==> src/rtl/rca16_serial_sub_if.sv <==
// Handshake and operand/result bundle for the bit-serial subtractor.
//   start, a, b, bin : request and operands, driven by the requester (master)
//   busy, done       : progress and one-cycle completion pulse, driven by the subtractor (slave)
//   d, bout, ov      : difference, borrow-out and signed overflow of the last completed operation
interface rca16_serial_sub_if #(
   parameter int W = 16
) ();
   logic         start;
   logic [W-1:0] a;
   logic [W-1:0] b;
   logic         bin;
   logic         busy;
   logic         done;
   logic [W-1:0] d;
   logic         bout;
   logic         ov;

   modport master (
      output start, a, b, bin,
      input  busy, done, d, bout, ov
   );

   modport slave (
      input  start, a, b, bin,
      output busy, done, d, bout, ov
   );
endinterface

==> src/rtl/rca16_serial_sub.sv <==
// Bit-serial two's-complement subtractor: d = a - b - bin, one bit per clock,
// LSB first, through a single full-subtractor cell.
//   clk : system clock, rising edge
//   rst : synchronous active-high reset, aborts any operation in flight
//   bus : slave side of rca16_serial_sub_if
//         start/a/b/bin accepted only while idle; busy high for W cycles;
//         done pulses once with d/bout/ov, which then hold until the next
//         completion or reset.
module rca16_serial_sub #(
   parameter int W = 16
) (
   input logic               clk,
   input logic               rst,
   rca16_serial_sub_if.slave bus
);
   localparam int CW = (W > 1) ? $clog2(W) : 1;
   localparam logic [CW-1:0] LAST = CW'(W - 1);

   typedef enum logic {IDLE, RUN} state_t;

   state_t        state;
   logic [W-1:0]  a_sh;
   logic [W-1:0]  b_sh;
   logic [W-1:0]  res;
   logic          br;
   logic [CW-1:0] cnt;
   logic          diff_bit;
   logic          br_next;

   // Full-subtractor cell: returns {borrow_out, diff}.
   function automatic logic [1:0] full_sub(input logic x, input logic y, input logic bi);
      full_sub = {(~x & y) | (~x & bi) | (y & bi), x ^ y ^ bi};
   endfunction

   // Operands are shifted right each cycle, so bit 0 is always the current bit.
   always_comb begin
      {br_next, diff_bit} = full_sub(a_sh[0], b_sh[0], br);
   end

   always_ff @(posedge clk) begin
      if (rst) begin
         state    <= IDLE;
         bus.busy <= 1'b0;
         bus.done <= 1'b0;
         bus.d    <= '0;
         bus.bout <= 1'b0;
         bus.ov   <= 1'b0;
         a_sh     <= '0;
         b_sh     <= '0;
         res      <= '0;
         br       <= 1'b0;
         cnt      <= '0;
      end else begin
         bus.done <= 1'b0;
         case (state)
            IDLE: begin
               if (bus.start) begin
                  a_sh     <= bus.a;
                  b_sh     <= bus.b;
                  br       <= bus.bin;
                  cnt      <= '0;
                  state    <= RUN;
                  bus.busy <= 1'b1;
               end
            end
            RUN: begin
               a_sh <= a_sh >> 1;
               b_sh <= b_sh >> 1;
               // Difference bits enter at the MSB; after W shifts bit 0 sits at res[0].
               res  <= {diff_bit, res[W-1:1]};
               br   <= br_next;
               cnt  <= cnt + 1'b1;
               if (cnt == LAST) begin
                  bus.d    <= {diff_bit, res[W-1:1]};
                  bus.bout <= br_next;
                  // Overflow: borrow out of the sign bit differs from borrow into it.
                  bus.ov   <= br_next ^ br;
                  bus.done <= 1'b1;
                  bus.busy <= 1'b0;
                  cnt      <= '0;
                  state    <= IDLE;
               end
            end
            default: state <= IDLE;
         endcase
      end
   end
endmodule

==> src/flat_wrapper.sv <==
// flat-port wrapper written by rule: the top's interface ports become plain ports
module rca16_serial_sub_flat 
#(
   parameter int W = 16
)
  (clk, rst, bus_start, bus_a, bus_b, bus_bin, bus_busy, bus_done, bus_d, bus_bout, bus_ov);
  rca16_serial_sub_if #(.W(W)) bus_i ();
  input logic clk;
  input logic rst;
  input wire logic [$bits(bus_i.start)-1:0] bus_start;
  input wire logic [$bits(bus_i.a)-1:0] bus_a;
  input wire logic [$bits(bus_i.b)-1:0] bus_b;
  input wire logic [$bits(bus_i.bin)-1:0] bus_bin;
  output wire logic [$bits(bus_i.busy)-1:0] bus_busy;
  output wire logic [$bits(bus_i.done)-1:0] bus_done;
  output wire logic [$bits(bus_i.d)-1:0] bus_d;
  output wire logic [$bits(bus_i.bout)-1:0] bus_bout;
  output wire logic [$bits(bus_i.ov)-1:0] bus_ov;
  assign bus_i.start = bus_start;
  assign bus_i.a = bus_a;
  assign bus_i.b = bus_b;
  assign bus_i.bin = bus_bin;
  assign bus_busy = bus_i.busy;
  assign bus_done = bus_i.done;
  assign bus_d = bus_i.d;
  assign bus_bout = bus_i.bout;
  assign bus_ov = bus_i.ov;
  rca16_serial_sub #(.W(W)) u_core (.clk(clk), .rst(rst), .bus(bus_i));
endmodule
==> config.mk <==
export PLATFORM = sky130hd
export DESIGN_NAME = rca16_serial_sub_flat
export DESIGN_NICKNAME = d
export VERILOG_FILES = /design/src/rtl/rca16_serial_sub_if.sv /design/src/rtl/rca16_serial_sub.sv /design/src/flat_wrapper.sv
export SDC_FILE = /design/constraint.sdc
export NUM_CORES = 1
export LEC_CHECK = 0
export ABC_AREA = 1
export BUFFER_PORTS_ARGS = -buffer_cell sky130_fd_sc_hd__buf_2
export CORE_UTILIZATION = 54
export CTS_BUF_LIST = sky130_fd_sc_hd__clkbuf_8 sky130_fd_sc_hd__clkbuf_16
export DETAILED_ROUTE_END_ITERATION = 8
export GPL_TIMING_DRIVEN = 0
export PLACE_DENSITY = 0.78
export SYNTH_ARGS = -nofsm -noshare
export SYNTH_HDL_FRONTEND = slang
export SYNTH_SLANG_ARGS = --single-unit
==> constraint.sdc <==
create_clock -name clk -period 2.5 [get_ports clk]
set_clock_uncertainty 0.15 [all_clocks]
set_input_delay 0.125 -clock clk [delete_from_list [all_inputs] [get_ports clk]]
set_output_delay 0.125 -clock clk [all_outputs]
set_load 0.05 [all_outputs]
* After elaboration in Yosys (flattened, before gate mapping)
Index checks and enable logic that the tools add are counted.
** Storage, ports and cells
- Register bits after elaboration :: 74
- Bits in latches :: 0
- RAM bits :: 0
- Bits in read-only memories :: 0
- Input bits :: 36
- Output and inout port bits :: 20
- Word-level logic and storage cells :: 44
- Memories kept :: 0
** Cells by class
- Add/subtract/negate cells :: 1
- Multipliers :: 0
- Divide/modulo/power cells :: 0
- Magnitude comparators :: 0
- Equal/unequal tests :: 3
- Shift-type cells :: 0
- Muxes and demuxes :: 16
- Bitwise gates (word level) :: 10
- Reduce and logical (&&, ||, !) cells :: 3
** Operators with widths (count)
- $pmux W16 S2 :: 2
- $mux W16 :: 2
- $mux W4 :: 2
- $pmux W4 S2 :: 1
- $mux W1 :: 6
- $pmux W1 S2 :: 3
- $add A4 B1 Y4 const B :: 1
- $eq A4 B4 Y1 const B :: 1
- $ne A2 B2 Y1 const B :: 2
- $reduce_and A2 Y1 :: 2
- $and A1 B1 Y1 :: 3
- $xor A1 B1 Y1 :: 3
- $not A1 Y1 :: 2
- $or A1 B1 Y1 :: 2
- $reduce_or A2 Y1 :: 1

* Logic depth before layout (Yosys ltp)
Gate-level depths: netlist of the first run.
- Word-level depth :: 5
- Mapped depth :: 7

* Worst setup path after synthesis of the first run
No wires, ideal clock.
- Path type :: flip-flop to flip-flop
- From :: register u_core.cnt[0]
- To :: register u_core.bus.d[10]
- Arrival time :: 1100 ps
- Setup slack :: 1136 ps
- Stages on the path, launching flop included :: 7
- Buffers on the path :: 2
- Period minus slack after synthesis :: 1364 ps
- Cells stage by stage :: dfxtp_1 ha_1 nand3_2 buf_4 buf_4 nand3_1 nand2_1
** On the way
- Word-level cells in the longest chain between the ends :: 2
** RTL lines
- start: declaration :: line rca16_serial_sub.sv:26 : logic [CW-1:0] cnt;
- start signal: assignment :: line rca16_serial_sub.sv:72 : cnt <= cnt + 1'b1;
- $eq A4 B4 Y1 :: line rca16_serial_sub.sv:73 : if (cnt == LAST) begin
- $reduce_and A2 Y1 (no source line)
- end signal: assignment :: line rca16_serial_sub.sv:74 : bus.d <= {diff_bit, res[W-1:1]};
- end: declaration :: line rca16_serial_sub_if.sv:25 : output busy, done, d, bout, ov
No other way between the ends.
A chain may end at the register's enable or synchronous reset.

* Final worst setup path of the first run
- From :: input port bus_start
- To :: register u_core.b_sh[15]
** On the way
- Word-level cells in the longest chain between the ends :: 1
** RTL lines
- start: declaration :: line flat_wrapper.sv:10 : input wire logic [$bits(bus_i.start)-1:0] bus_start;
- $ne A2 B2 Y1 (no source line)
- end signal: assignment :: line rca16_serial_sub.sv:59 : b_sh <= bus.b;
- end signal: assignment :: line rca16_serial_sub.sv:68 : b_sh <= b_sh >> 1;
- end: declaration :: line rca16_serial_sub.sv:23 : logic [W-1:0] b_sh;
No other way between the ends.

==> flow_summary.toml, run 1 <==
[flow_run]
max_cap_viol_count = 0

[clock_tree]
clockBufferDepth = 2
cts_tree = "yes"
htreeDepth = 3
clk_pin_slew_worst_paths_ns = 0.08
root_buffer = "clkbuf_8"
cts_buffers = 9
insertion_delay_ns = 0.35
postCtsSetupBuffers = 0
clock_sinks = 73

[drt]
first_pass_iters = 4
routed_wl_um = 6800
drt_iter0_markers = 123
ant_nets = 0
via_count = 2882
post_drt_wl_per_cell_um = 11.3
drc = 0
viasPerCell = 4.80

[timing]
clock.fmax_ghz = 0.514
rsz0062_at_grt = "false"
finalCriticalPeriod_ns = 1.94
final-setup-viol-count = 0
drv_slew = 0
min_period_over_period = 0.778
hold_viol_final = 0
worst_pin_slew_ns = 0.415
max_slew_margin = 0.723
fin_tns_setup_ns = 0

[setup_path]
worstSetupPathType = "in -> reg"
critPathRequiredTime_ns = 2.65
cp-start-kind = "primary input"
crit_fanout = 10
endpoint_kind = "register"
arrival_ns = 2.09

[logic_synthesis]
netlist_area_mm2 = 0.00297
yosysWarnings = 0
ys_seq_elements = 73
synthesis.nets = 461
seq_area_frac_synth = 0.492
synthCells = 423
syn_avg_cell_area_um2 = 7.03
synth_cell_type_count = 18

[placed_design]
gp_congestion = 0.794
place_area_mm2 = 0.00333
portBuffers = 54
dp_hpwl_um = 4250

[pwr]
pwr-share-seq = 0.486
p_int_mw = 1.96
p_clk_frac = 0.406
vdd_drop_max_mv = 0.394
swShare = 0.240
p_sw_uw = 619
leakage_nw = 2.12
p_comb_frac = 0.108
powerDensity_mw_per_mm2 = 656

[global_route]
grt_max_degree = 13
grt_first_pass_wirelength_um = 11500
antenna_found_initial = 0
grt-ovfl-total = 0
grt_pass1_vias = 2820
grtUsageTotal = 0.246

[finish]
layout_commonest_cell = "nand2_1"
final_util = 0.755
layout-area-overhead-vs-synth_pct = 32.2
layout_common_cells = "172 x nand2_1, 73 x dfxtp_1, 68 x buf_2"
final_nets = 563
layout-drive-gt1-share = 0.177
design_area_mm2 = 0.00393
diodes = 0

[floorplanning]
initial_utilization = 0.571
die_area_mm2 = 0.00580
die_w_um = 76.2
num_rows = 26
fp.coreArea_mm2 = 0.00520
ioPinCount = 56
die_h_um = 76.2

[worst_hold_path]
hold_path.class = "reg -> reg"

[status]
status = "finished clean"
[logic make-up after synthesis]
group           Yosys count  synth area share
xor+xnor                  1           0.00295
compound gates           27            0.0480
fa+ha+maj                 2            0.0109
simple gates            256             0.353
buf+inv                  64            0.0931
flops                    73             0.492
[power groups by stage]
stage / Combinational, mW / Sequential [mW] / Clock [mW]
6_report: 0.279 / 1.25 / 1.05
5_1_grt: 0.314 / 1.26 / 1.10
4_1_cts: 0.275 / 1.25 / 1.06
3_5_place_dp: 0.230 / 1.28 / 0
3_3_place_gp: 0.223 / 1.28 / 0
2_1_floorplan: 0.159 / 1.27 / 0
[cell type report]
class                      count  area (um2)
timing repair buffer          91         641
tap                           70        87.6
buffer                        24         126
inverter                      40         150
clock inverter                 5        77.6
sequential                    73        1460
fill                         403        1280
clock buffer                  11         151
multi-input combinational    286        1230
[Yosys cell counts]
master,instances,area (um2)
inv_1,39,146
nand2_1,172,646
nor2_4,3,33.8
o21ai_0,17,85.1
o211ai_1,1,7.51
fa_1,1,20.0
dfxtp_1,73,1460
buf_4,5,37.5
nor2_1,32,120
a21oi_1,7,35.0
inv_2,1,3.75
a22oi_1,2,15.0
nand3_1,48,240
buf_2,14,70.1
clkbuf_1,5,18.8
ha_1,1,12.5
nand3_2,1,10.0
xor2_1,1,8.76
[state kept, by name, indices dropped and copies added, names as in the netlist, 4 cells and up]
name,flops
u_core.a_sh,16
u_core.b_sh,16
u_core.bus.d,16
u_core.cnt,4
u_core.res,15
[worst max-delay path, stage by stage]
cell and delay [ns]:
dlygate4sd3_1 0.54, buf_2 0.14, inv_2 0.05, nor2_4 0.16
buf_2 0.24, nand2_1 0.10, a21oi_1 0.16, dlygate4sd3_1 0.57
[stage by stage]
| stage | cells | total power [mW] | setup WS, ns | hold slack (ns) |
|---|---|---|---|---|
| final | 600 | 2.58 | 0.556 | 0.309 |
| after global routing | 600 | 2.68 | 0.447 | 0.319 |
| after CTS | 600 | 2.59 | 0.624 | 0.314 |
| after detailed placement | 547 | 1.51 | 0.974 | 0.246 |
| after global placement | 547 | 1.50 | 1.02 | 0.235 |
| after floorplan | 423 | 1.43 | 1.14 | 0.119 |
[final timing paths]
| kind | startpoint | to | slack [ns] | cells after the start |
|---|---|---|---|---|
| worst min-delay path | u_core.res[1] | u_core.bus.d[0] | 0.31 | 2 |
| worst max register to register | u_core.state | u_core.b_sh[15] | 0.56 | 6 |
| worst min register to register | u_core.res[1] | u_core.bus.d[0] | 0.31 | 2 |
| worst max-delay path | bus_start | u_core.b_sh[15] | 0.56 | 8 |
[metal layers]
metal,track usage,share of wire,vias up
met3,0.0395,0.044,12
met4,0.117,0.016,0
met1,0.262,0.42,1301
li1,-,-,1499
met2,0.468,0.52,70
met5,0,0,-
[timing repair]
| action | 4_1_cts | 5_1_grt |
|---|---|---|
| gates resized for setup | 0 | 0 |
| endpoints found under the hold margin | 36 | 0 |
| hold buffers | 37 | 0 |
Power figures use the tool's default switching activity.
==> inputs of run 2 (changes only) <==
CORE_UTILIZATION = 49   (was 54)
PLACE_DENSITY = 0.75   (was 0.78)
clock period = 1.6 ns   (was 2.5 ns; I/O delays follow)
==> flow_summary.toml, run 2 (synthesized netlist as in run 1, its figures left out) <==
[pwr]
p_comb_frac = 0.108
swShare = 0.240
powerDensity_mw_per_mm2 = 1010
vdd_drop_max_mv = 0.540
pwr-share-seq = 0.493
p_clk_frac = 0.399
p_sw_uw = 951
leakage_nw = 2.11
p_int_mw = 3.01

[timing]
fin_tns_setup_ns = 0
finalCriticalPeriod_ns = 1.48
min_period_over_period = 0.926
final-setup-viol-count = 0
drv_slew = 0
worst_pin_slew_ns = 0.447
rsz0062_at_grt = "false"
max_slew_margin = 0.702
clock.fmax_ghz = 0.675
hold_viol_final = 0

[floorplanning]
ioPinCount = 56
fp.coreArea_mm2 = 0.00568
die_w_um = 79.9
die_area_mm2 = 0.00638
num_rows = 27
die_h_um = 79.9
initial_utilization = 0.524

[clock_tree]
clockBufferDepth = 2
cts_tree = "yes"
root_buffer = "clkbuf_8"
insertion_delay_ns = 0.34
clk_pin_slew_worst_paths_ns = 0.08
clock_sinks = 73
cts_buffers = 9
htreeDepth = 3
cts-resized-gates = 0

[drt]
drc = 0
drt_iter0_markers = 149
via_count = 2887
ant_nets = 0
viasPerCell = 4.80
first_pass_iters = 4
routed_wl_um = 6460
post_drt_wl_per_cell_um = 10.7

[global_route]
grt_max_degree = 13
grtUsageTotal = 0.221
grt_first_pass_wirelength_um = 11000
grt-ovfl-total = 0
grt_pass1_vias = 2590
antenna_found_initial = 0

[finish]
nFillCells = 476
final_util = 0.690
final_nets = 563
design_area_mm2 = 0.00392
layout_common_cells = "172 x nand2_1, 73 x dfxtp_1, 68 x buf_2"
layout-area-overhead-vs-synth_pct = 31.9
layout_commonest_cell = "nand2_1"
layout-drive-gt1-share = 0.177
top_regs = "u_core.a_sh (16), u_core.b_sh (16), u_core.bus.d (16)"
diodes = 0

[setup_path]
worstSetupPathType = "reg -> reg"
cp-start-kind = "register"
arrival_ns = 1.57
critPathRequiredTime_ns = 1.69
endpoint_kind = "register"
crit_fanout = 10

[flow_run]
max_cap_viol_count = 0

[placed_design]
place_area_mm2 = 0.00333
gp_congestion = 0.789
dp_hpwl_um = 4150
portBuffers = 54

[status]
status = "finished clean"

[worst_hold_path]
hold_path.class = "reg -> reg"
run 2: cell count changes in the layout (fill, tap and decap cells not counted), sizes merged:
cell,previous run,this run
clkinv,2,1
clkbuf,16,15
inv,40,42
dlygate4sd3,37,35
buf,73,75
run 2: area by class of cell:
| type | instances | area, um2 | share of cell area |
|---|---|---|---|
| tap | 72 | 90.1 | 0.0230 |
| multi-input combinational | 286 | 1230 | 0.315 |
| clock buffer | 10 | 138 | 0.0351 |
| buffer | 24 | 126 | 0.0322 |
| sequential | 73 | 1460 | 0.373 |
| timing repair buffer | 91 | 636 | 0.162 |
| inverter | 40 | 150 | 0.0383 |
| clock inverter | 6 | 83.8 | 0.0214 |
run 2: metrics by stage:
stage	power, mW	cells	setup WS, ns	hold slack [ns]
after floorplan	2.24	423	0.236	0.0738
after global placement	2.34	549	0.114	0.190
after detailed placement	2.35	549	0.0954	0.185
after CTS	3.98	600	0.0780	0.305
after global routing	4.13	602	0.0417	0.324
final	3.96	602	0.118	0.304
run 2: power groups by stage:
stage | clock network (mW) | registers (mW) | logic (mW)
finish | 1.58 | 1.95 | 0.429
global placement | 0 | 1.99 | 0.351
global route | 1.68 | 1.96 | 0.487
detailed placement | 0 | 1.99 | 0.358
floorplan | 0 | 1.99 | 0.248
CTS | 1.61 | 1.95 | 0.424
run 2: path summary, 6_finish.rpt:
check / startpoint / slack, ns / end / cells past startpoint
setup / recovery: u_core.cnt[0] / 0.12 / u_core.bus.d[8] / 6
hold / removal: u_core.res[1] / 0.30 / u_core.bus.d[0] / 2
setup reg to reg: u_core.cnt[0] / 0.12 / u_core.bus.d[8] / 6
hold reg to reg: u_core.res[1] / 0.30 / u_core.bus.d[0] / 2
run 2: timing repair:
action	in CTS	in global routing
buffers inserted	0	2
hold buffers	35	0
endpoints found under the setup margin	0	3
endpoints found under the hold margin	37	0
run 2: worst max-delay path: stages, from the launching register on:
cell and delay [ns]:
dfxtp_1 0.39, ha_1 0.23, nand3_2 0.12, buf_4 0.19
buf_4 0.17, nand3_1 0.08, nand2_1 0.05
run 2: per-layer routing:
layer | part of all wire | GRT usage | routed length, um
met5 | 0 | 0 | 0
met1 | 0.47 | 0.261 | 3010
met2 | 0.48 | 0.382 | 3090
met4 | 0.019 | 0.0946 | 126
met3 | 0.037 | 0.0503 | 238
